--- src/rtl/ad1xx_pkg.sv ---
// Shared types and widths for the ad1xx memory arbiter.
package ad1xx_pkg;
  typedef enum logic {PORT_IF, PORT_D} arb_port_t;
  localparam int WORD_W = 32;
  localparam int STRB_W = 4;
endpackage

--- src/rtl/mem_arbiter.sv ---
// Single-port memory arbiter: data port has priority over instruction fetch.
// Define AD1XX_ARB_STARVE_GUARD_EN to force a fetch grant after STARVE_LIMIT data grants.
module mem_arbiter
  import ad1xx_pkg::*;
#(
  parameter int ADDR_W       = 30,
  parameter int STARVE_LIMIT = 4
) (
  input  logic              clk,
  input  logic              reset,
  input  logic              if_req,
  input  logic [ADDR_W-1:0] if_addr,
  output logic              if_gnt,
  output logic              if_rvalid,
  output logic [WORD_W-1:0] if_rdata,
  input  logic              d_req,
  input  logic              d_we,
  input  logic [ADDR_W-1:0] d_addr,
  input  logic [WORD_W-1:0] d_wdata,
  input  logic [STRB_W-1:0] d_wstrb,
  output logic              d_gnt,
  output logic              d_rvalid,
  output logic [WORD_W-1:0] d_rdata,
  input  logic              mem_ready,
  output logic              mem_en,
  output logic              mem_we,
  output logic [ADDR_W-1:0] mem_addr,
  output logic [WORD_W-1:0] mem_wdata,
  output logic [STRB_W-1:0] mem_wstrb,
  input  logic [WORD_W-1:0] mem_rdata
);

  logic      grant_ok;
  logic      force_if;
  logic      resp_valid;
  arb_port_t resp_port;

  assign grant_ok = mem_ready & ~reset;

`ifdef AD1XX_ARB_STARVE_GUARD_EN
  localparam int CNT_W = (STARVE_LIMIT < 1) ? 1 : $clog2(STARVE_LIMIT + 1);
  logic [CNT_W-1:0] starve_cnt;

  assign force_if = if_req & (starve_cnt == CNT_W'(STARVE_LIMIT));

  // Counts data grants taken while a fetch is left waiting.
  always_ff @(posedge clk or posedge reset) begin
    if (reset)                   starve_cnt <= '0;
    else if (!if_req || if_gnt)  starve_cnt <= '0;
    else if (d_gnt && starve_cnt != CNT_W'(STARVE_LIMIT))
                                 starve_cnt <= starve_cnt + 1'b1;
  end
`else
  logic unused_limit;
  assign unused_limit = ^STARVE_LIMIT;
  assign force_if     = 1'b0;
`endif

  assign d_gnt  = grant_ok & d_req & ~force_if;
  assign if_gnt = grant_ok & if_req & ~d_gnt;
  assign mem_en = if_gnt | d_gnt;

  always_comb begin
    mem_we    = 1'b0;
    mem_addr  = '0;
    mem_wdata = '0;
    mem_wstrb = '0;
    if (d_gnt) begin
      mem_we    = d_we;
      mem_addr  = d_addr;
      mem_wdata = d_wdata;
      mem_wstrb = d_we ? d_wstrb : '0;
    end else if (if_gnt) begin
      mem_addr  = if_addr;
    end
  end

  // Async clear drops any read still in flight when reset hits.
  always_ff @(posedge clk or posedge reset) begin
    if (reset) begin
      resp_valid <= 1'b0;
      resp_port  <= PORT_IF;
    end else begin
      resp_valid <= if_gnt | (d_gnt & ~d_we);
      resp_port  <= d_gnt ? PORT_D : PORT_IF;
    end
  end

  assign if_rvalid = resp_valid & (resp_port == PORT_IF);
  assign d_rvalid  = resp_valid & (resp_port == PORT_D);
  assign if_rdata  = mem_rdata;
  assign d_rdata   = mem_rdata;

endmodule

--- config.mk ---
export PLATFORM = sky130hd
export DESIGN_NAME = mem_arbiter
export DESIGN_NICKNAME = d
export VERILOG_FILES = /design/src/rtl/ad1xx_pkg.sv /design/src/rtl/mem_arbiter.sv
export SDC_FILE = /design/constraint.sdc
export NUM_CORES = 1
export LEC_CHECK = 0
export CORE_AREA = 5 5 101 103
export DETAILED_ROUTE_END_ITERATION = 10
export DIE_AREA = 0 0 106 108
export GPL_ROUTABILITY_DRIVEN = 0
export PLACE_DENSITY = 0.68
export SYNTH_ARGS = -nofsm -noshare
export SYNTH_HDL_FRONTEND = slang
export SYNTH_SLANG_ARGS = --single-unit
--- constraint.sdc ---
create_clock -name clk -period 1.63 [get_ports clk]
set_input_delay 0.163 -clock clk [delete_from_list [all_inputs] [get_ports clk]]
set_output_delay 0.163 -clock clk [all_outputs]
set_load 0.05 [all_outputs]
==> impl_metrics.yaml, run 1 <==
status:
  outcome: "finished, final reports clean"
flow_run:
  cap_violations: 0
power_and_ir_drop:
  p_leak_nw: 1.51
  power_density_mw_per_mm2: 306
  p_total_w: 0.00120
  vdd_drop_max_mv: 0.223
synth:
  synthDistinctLibCells: 23
  ys_ff_latch: 2
  syn-num-nets: 359
  synth_area_per_cell_um2: 7.13
  syn_area_mm2: 0.00160
  ys_seq_area_frac: 0.0312
  yosysWarningCount: 0
  syn_inst: 225
worst_hold_path:
  hold_path_end: "d_rdata[7]"
  hp-class: "input pin to output pin"
  min_from: "mem_rdata[7]"
  hold_depth: 0
cts:
  cts_setup_buffers: 0
  clock_sinks: 2
  clockBufferDepth: 2
  h-tree-depth: 1
  cts_made_buffers: 3
  cts_tree: "yes"
  cts_root_buf: "clkbuf_8"
layout:
  layout-drive-gt1-share: 0.449
  syn_to_final_growth_pct: 144
  design_area_mm2: 0.00391
  antenna_cells: 0
  nNetsFinal: 470
  num-fill-cells: 858
critical_path:
  worst_setup_path_start_kind: "input pin"
  end_kind: "output pin"
  cp_max_fo: 18
  cp.arrival_ns: 1.37
  required_ns: 1.47
  critPathKind: "input pin to output pin"
floorplanning:
  die-area_mm2: 0.0114
  coreArea_mm2: 0.00911
  die_w_um: 106
  start_util: 0.176
  row_count: 35
  die_h_um: 108
  ioPinCount: 270
routing:
  wire_per_inst_um: 17.1
  vias: 1907
  drc: 0
  route.detailed.vias_per_inst: 4.29
  routed_wl_um: 7600
  firstDrtPassIters: 4
  antenna_left: 0
  first_iter_violations: 35
sta:
  final-hold-violation-count: 0
  hold_slack_ns: 0.326
  slew_headroom: 0.778
  grt_setup_unrepaired: "no"
  finalSetupViolations: 0
  slew_violations: 0
  period_minus_slack_ns: 1.53
  fmax_ghz: 0.653
  fin_crit_sh: 0.940
  tightest_slew_ns: 0.333
  tns_ns: 0
global_route:
  grt_first_pass_wirelength_um: 11000
  grt_max_degree: 35
  grt_pass1_vias: 2016
  antenna_found_initial: 0
  grt.total_usage: 0.119
  grt_overflow: 0
placed_design:
  port_buffers: 173
  dp_hpwl_um: 6210
  place_area_mm2: 0.00366
[state kept, by name, indices dropped and copies added (netlist names)]
name and flops:
resp_valid 1, resp_port 1
[cell type report]
type                            instances  area (um^2)  area share
Clock buffer                            3         41.3      0.0106
Inverter                                1         3.75    0.000960
Multi-Input combinational cell        138         1040       0.265
Sequential cell                         2         50.0      0.0128
Tap cell                              111          139      0.0355
Timing Repair Buffer                  190         2640       0.675
[stage by stage]
step,util,std cells,worst slack [ns]
floorplan,-,225,0.201
global placement,0.402,438,0.0115
detailed placement,0.402,438,-0.0283
CTS,0.407,441,0.00527
global route,0.429,445,0.0108
finish,0.429,445,0.0986
[timing repair]
item                                    CTS  global route
endpoints found under the setup margin   16            47
resized for setup                         3            27
hold buffers                              0             1
pin swaps                                 0             0
hold endpoints to repair                  0             2
gates cloned                              0             3
[worst max-delay path by stage]
stage / startpoint / end / slack, ns / cells past startpoint
floorplan: reset / mem_wstrb[0] / 0.20 / 2
global placement: reset / mem_addr[28] / 0.01 / 5
finish: if_req / mem_addr[25] / 0.1 / 5
detailed placement: reset / mem_addr[26] / -0.03 / 5
CTS: reset / mem_wdata[27] / 0.005 / 6
global route: if_req / mem_addr[28] / 0.01 / 5
[report_power, final]
part | internal, W | leakage (nW) | switching, W | total (W)
clock network | 0.000156 | 0.0216 | 0.0000400 | 0.000196
registers | 0.0000520 | 0.0270 | 0.000000759 | 0.0000528
logic | 0.000527 | 1.46 | 0.000422 | 0.000949
total | 0.000735 | 1.51 | 0.000463 | 0.00120
[routing by layer]
metal  track usage  part of all wire  vias up
met4        0.0463             0.027        0
met3        0.0358             0.078       25
met2         0.215              0.53      103
met5             0                 0        -
met1         0.132              0.36      872
li1              -                 -      907
[cells by family (layout without fill, tap and decap cells)]
family                 count (synthesis)  in the layout  synth area share
AO/OA/AOI/OAI                         31             31             0.162
buffers and inverters                 85            194             0.403
flip-flops                             2              2            0.0312
AND/OR/NAND/NOR                      107            107             0.403
[placed cells by master (no fill, tap or decap), drive strengths merged]
master         count
a21oi             31
and2               6
and3              32
and4b              1
buf               87
clkbuf             5
clkdlybuf4s50     98
dfrtp              2
dlygate4sd3        1
dlymetal6s2s       2
inv                1
nand2             30
nand2b             2
nand3b            30
nor2               3
nor2b              2
or2b               1
[cell usage after synthesis]
master | count | area (um^2)
a21oi_1 | 3 | 15.0
a21oi_2 | 28 | 245
and2_1 | 6 | 37.5
and3_1 | 32 | 200
and4b_1 | 1 | 10.0
buf_12 | 1 | 20.0
buf_2 | 7 | 35.0
buf_4 | 64 | 480
buf_6 | 5 | 56.3
buf_8 | 2 | 30.0
clkbuf_1 | 3 | 11.3
clkbuf_2 | 2 | 10.0
dfrtp_1 | 2 | 50.1
inv_1 | 1 | 3.75
nand2_1 | 30 | 113
nand2b_1 | 2 | 12.5
nand3b_1 | 30 | 225
nor2_1 | 1 | 3.75
nor2_2 | 1 | 6.26
nor2_4 | 1 | 11.3
nor2b_1 | 1 | 6.26
nor2b_4 | 1 | 13.8
or2b_1 | 1 | 7.51
[worst max-delay path, stage by stage]
cell and delay, ns:
clkdlybuf4s50_1 0.52, buf_6 0.20, nand3b_1 0.12, a21oi_2 0.20
buf_12 0.16
(Power assumes the default switching activity.)
==> run 2: changes to the inputs <==
--- a/config.mk
+++ b/config.mk
@@ -5,11 +5,11 @@
 export SDC_FILE = /design/constraint.sdc
 export NUM_CORES = 1
 export LEC_CHECK = 0
-export CORE_AREA = 5 5 101 103
+export ABC_AREA = 1
+export CORE_AREA = 2 2 105 107
 export DETAILED_ROUTE_END_ITERATION = 10
-export DIE_AREA = 0 0 106 108
+export DIE_AREA = 0 0 107 109
 export GPL_ROUTABILITY_DRIVEN = 0
-export PLACE_DENSITY = 0.68
 export SYNTH_ARGS = -nofsm -noshare
 export SYNTH_HDL_FRONTEND = slang
 export SYNTH_SLANG_ARGS = --single-unit
==> run 2 against run 1 <==
  * Maximum frequency rose by 3.5%
  * Final cell count rose by 16%
  * Largest power group unchanged
  * Global-route usage fell by 1.2 points
  * Sequential share of layout area barely moved
  * Via count rose by 8.1%
==> impl_metrics.yaml, run 2 <==
status:
  outcome: "finished, final reports clean"
floorplanning:
  coreArea_mm2: 0.0106
  start_util: 0.133
  die_w_um: 107
  die_h_um: 109
  die-area_mm2: 0.0117
  ioPinCount: 270
  row_count: 38
global_route:
  grt_first_pass_wirelength_um: 9990
  grt_pass1_vias: 2025
  grt.total_usage: 0.108
  grt_max_degree: 32
  grt_overflow: 0
  antenna_found_initial: 0
synth:
  synth_top_area_share: 0.341
  syn_area_mm2: 0.00141
  synthTopCellsByArea: "buf_4 34%, nand4_1 13%, nand3_1 11%"
  yosysTopAreaCell: "buf_4"
  ys_seq_area_frac: 0.0355
  synth-edff-count: 0
  yosysMostFrequentCell: "buf_4"
  synthDistinctLibCells: 13
  yosysWarningCount: 0
  syn_inst: 264
  synth_area_per_cell_um2: 5.34
  synthArstFlopShare: 1.00
  synthFlopType: "dfrtp_1"
  syn-num-nets: 398
  ys_ff_latch: 2
  synth_common_cells: "64 x buf_4, 39 x inv_1, 38 x nand2_1, 38 x nor2_1, 31 x nand3_1"
sta:
  slew_violations: 0
  fin_crit_sh: 0.908
  hold_slack_ns: 0.326
  finalWorstSetupSlack_ns: 0.150
  finalSetupViolations: 0
  final-hold-violation-count: 0
  slew_headroom: 0.838
  fmax_ghz: 0.676
  tightest_slew_ns: 0.243
  period_minus_slack_ns: 1.48
  grt_setup_unrepaired: "no"
critical_path:
  cp_max_fo: 31
  critPathKind: "input pin to output pin"
  end_kind: "output pin"
  cp.arrival_ns: 1.32
  cp_cell_sequence: "clkdlybuf4s50_1 -> buf_12 -> nand4_1 -> nand2_1 -> buf_12"
  required_ns: 1.47
  worst_setup_path_start_kind: "input pin"
  slowest_delay_ns: 0.54
  path_common_cell: "buf_12"
  cp_slowest_cell: "clkdlybuf4s50_1"
layout:
  final_util: 0.361
  syn_to_final_growth_pct: 172
  layout_common_cells: "98 x clkdlybuf4s50_1, 79 x buf_12, 37 x inv_1, 37 x nor2_1, 34 x nand2_1"
  antenna_cells: 0
  final_common_cell: "clkdlybuf4s50_1"
  top_regs: "resp_port: 1 flops, resp_valid: 1 flops"
  nNetsFinal: 514
  num-fill-cells: 1062
  layout-drive-gt1-share: 0.278
cts:
  clock_sinks: 2
  h-tree-depth: 1
  clockBufferDepth: 2
  cts_made_buffers: 3
  cts_tree: "yes"
  cts_root_buf: "clkbuf_8"
routing:
  wire_per_inst_um: 13.2
  drc: 0
  firstDrtPassIters: 4
  routed_wl_um: 6820
  antenna_left: 0
  vias: 2062
  route.detailed.vias_per_inst: 3.98
  first_iter_violations: 91
power_and_ir_drop:
  p_leak_nw: 1.76
  power_density_mw_per_mm2: 315
  p_total_w: 0.00121
  vdd_drop_max_mv: 0.168
placed_design:
  dp_hpwl_um: 5720
  pre_cts_ws_ns: -0.0835
  port_buffers: 173
flow_run:
  cap_violations: 0
worst_hold_path:
  hold_depth: 0
  hp-class: "input pin to output pin"
[run 2: final cells by class]
type                    instances  area (um^2)  area share
multi-input cells             139          662       0.173
inverters                      40          150      0.0392
flip-flops and latches          2         50.0      0.0131
well taps                     140          175      0.0458
repair buffers                194         2750       0.718
clock buffers                   3         41.3      0.0108
[run 2: cell families after synthesis]
logic type / count (synthesis) / synth area share
flops: 2 / 0.0355
buf+inv: 123 / 0.507
compound gates: 1 / 0.00355
simple gates: 138 / 0.454
[run 2: layer usage]
layer  GRT usage  vias to the layer above  wire, um
li1            -                      992         -
met4      0.0399                        0       179
met5           0                        -         0
met3      0.0305                       32       678
met1       0.107                      922      2320
met2       0.212                      116      3640
[run 2: final timing paths]
kind | start | endpoint | slack (ns)
worst max-delay path | if_req | mem_addr[12] | 0.15
worst min-delay path | mem_rdata[24] | d_rdata[24] | 0.33
max in group asynchronous | reset | resp_valid$_DFF_PP0_ | 0.96
min in group asynchronous | reset | resp_port$_DFF_PP0_ | 0.55
[run 2: metrics by stage]
stage	area [um^2]	instances	TNS [ns]
after global placement	3650	509	-0.714
after global routing	3830	518	0
after CTS	3830	518	0
final	3830	518	0
after floorplan	1410	264	0
after detailed placement	3650	509	-1.14
[run 2: repair_timing]
| item | CTS | global route |
|---|---|---|
| hold endpoints to repair | 2 | 0 |
| gates resized for setup | 16 | 0 |
| hold buffers | 1 | 0 |
| buffers inserted | 3 | 0 |
| endpoints found under the setup margin | 56 | 0 |
[run 2: critical path, delay by kind of cell]
| family | cells | cell delay (ns) |
|---|---|---|
| and+or+nand+nor | 2 | 0.26 |
| buffers and inverters | 3 | 0.88 |
[run 2: where the power goes]
group	leakage [nW]	internal (W)	switching (W)
Clock	0.0216	0.000156	0.0000417
Sequential	0.0269	0.0000522	0.000000992
Combinational	1.72	0.000522	0.000432
Total	1.76	0.000731	0.000475
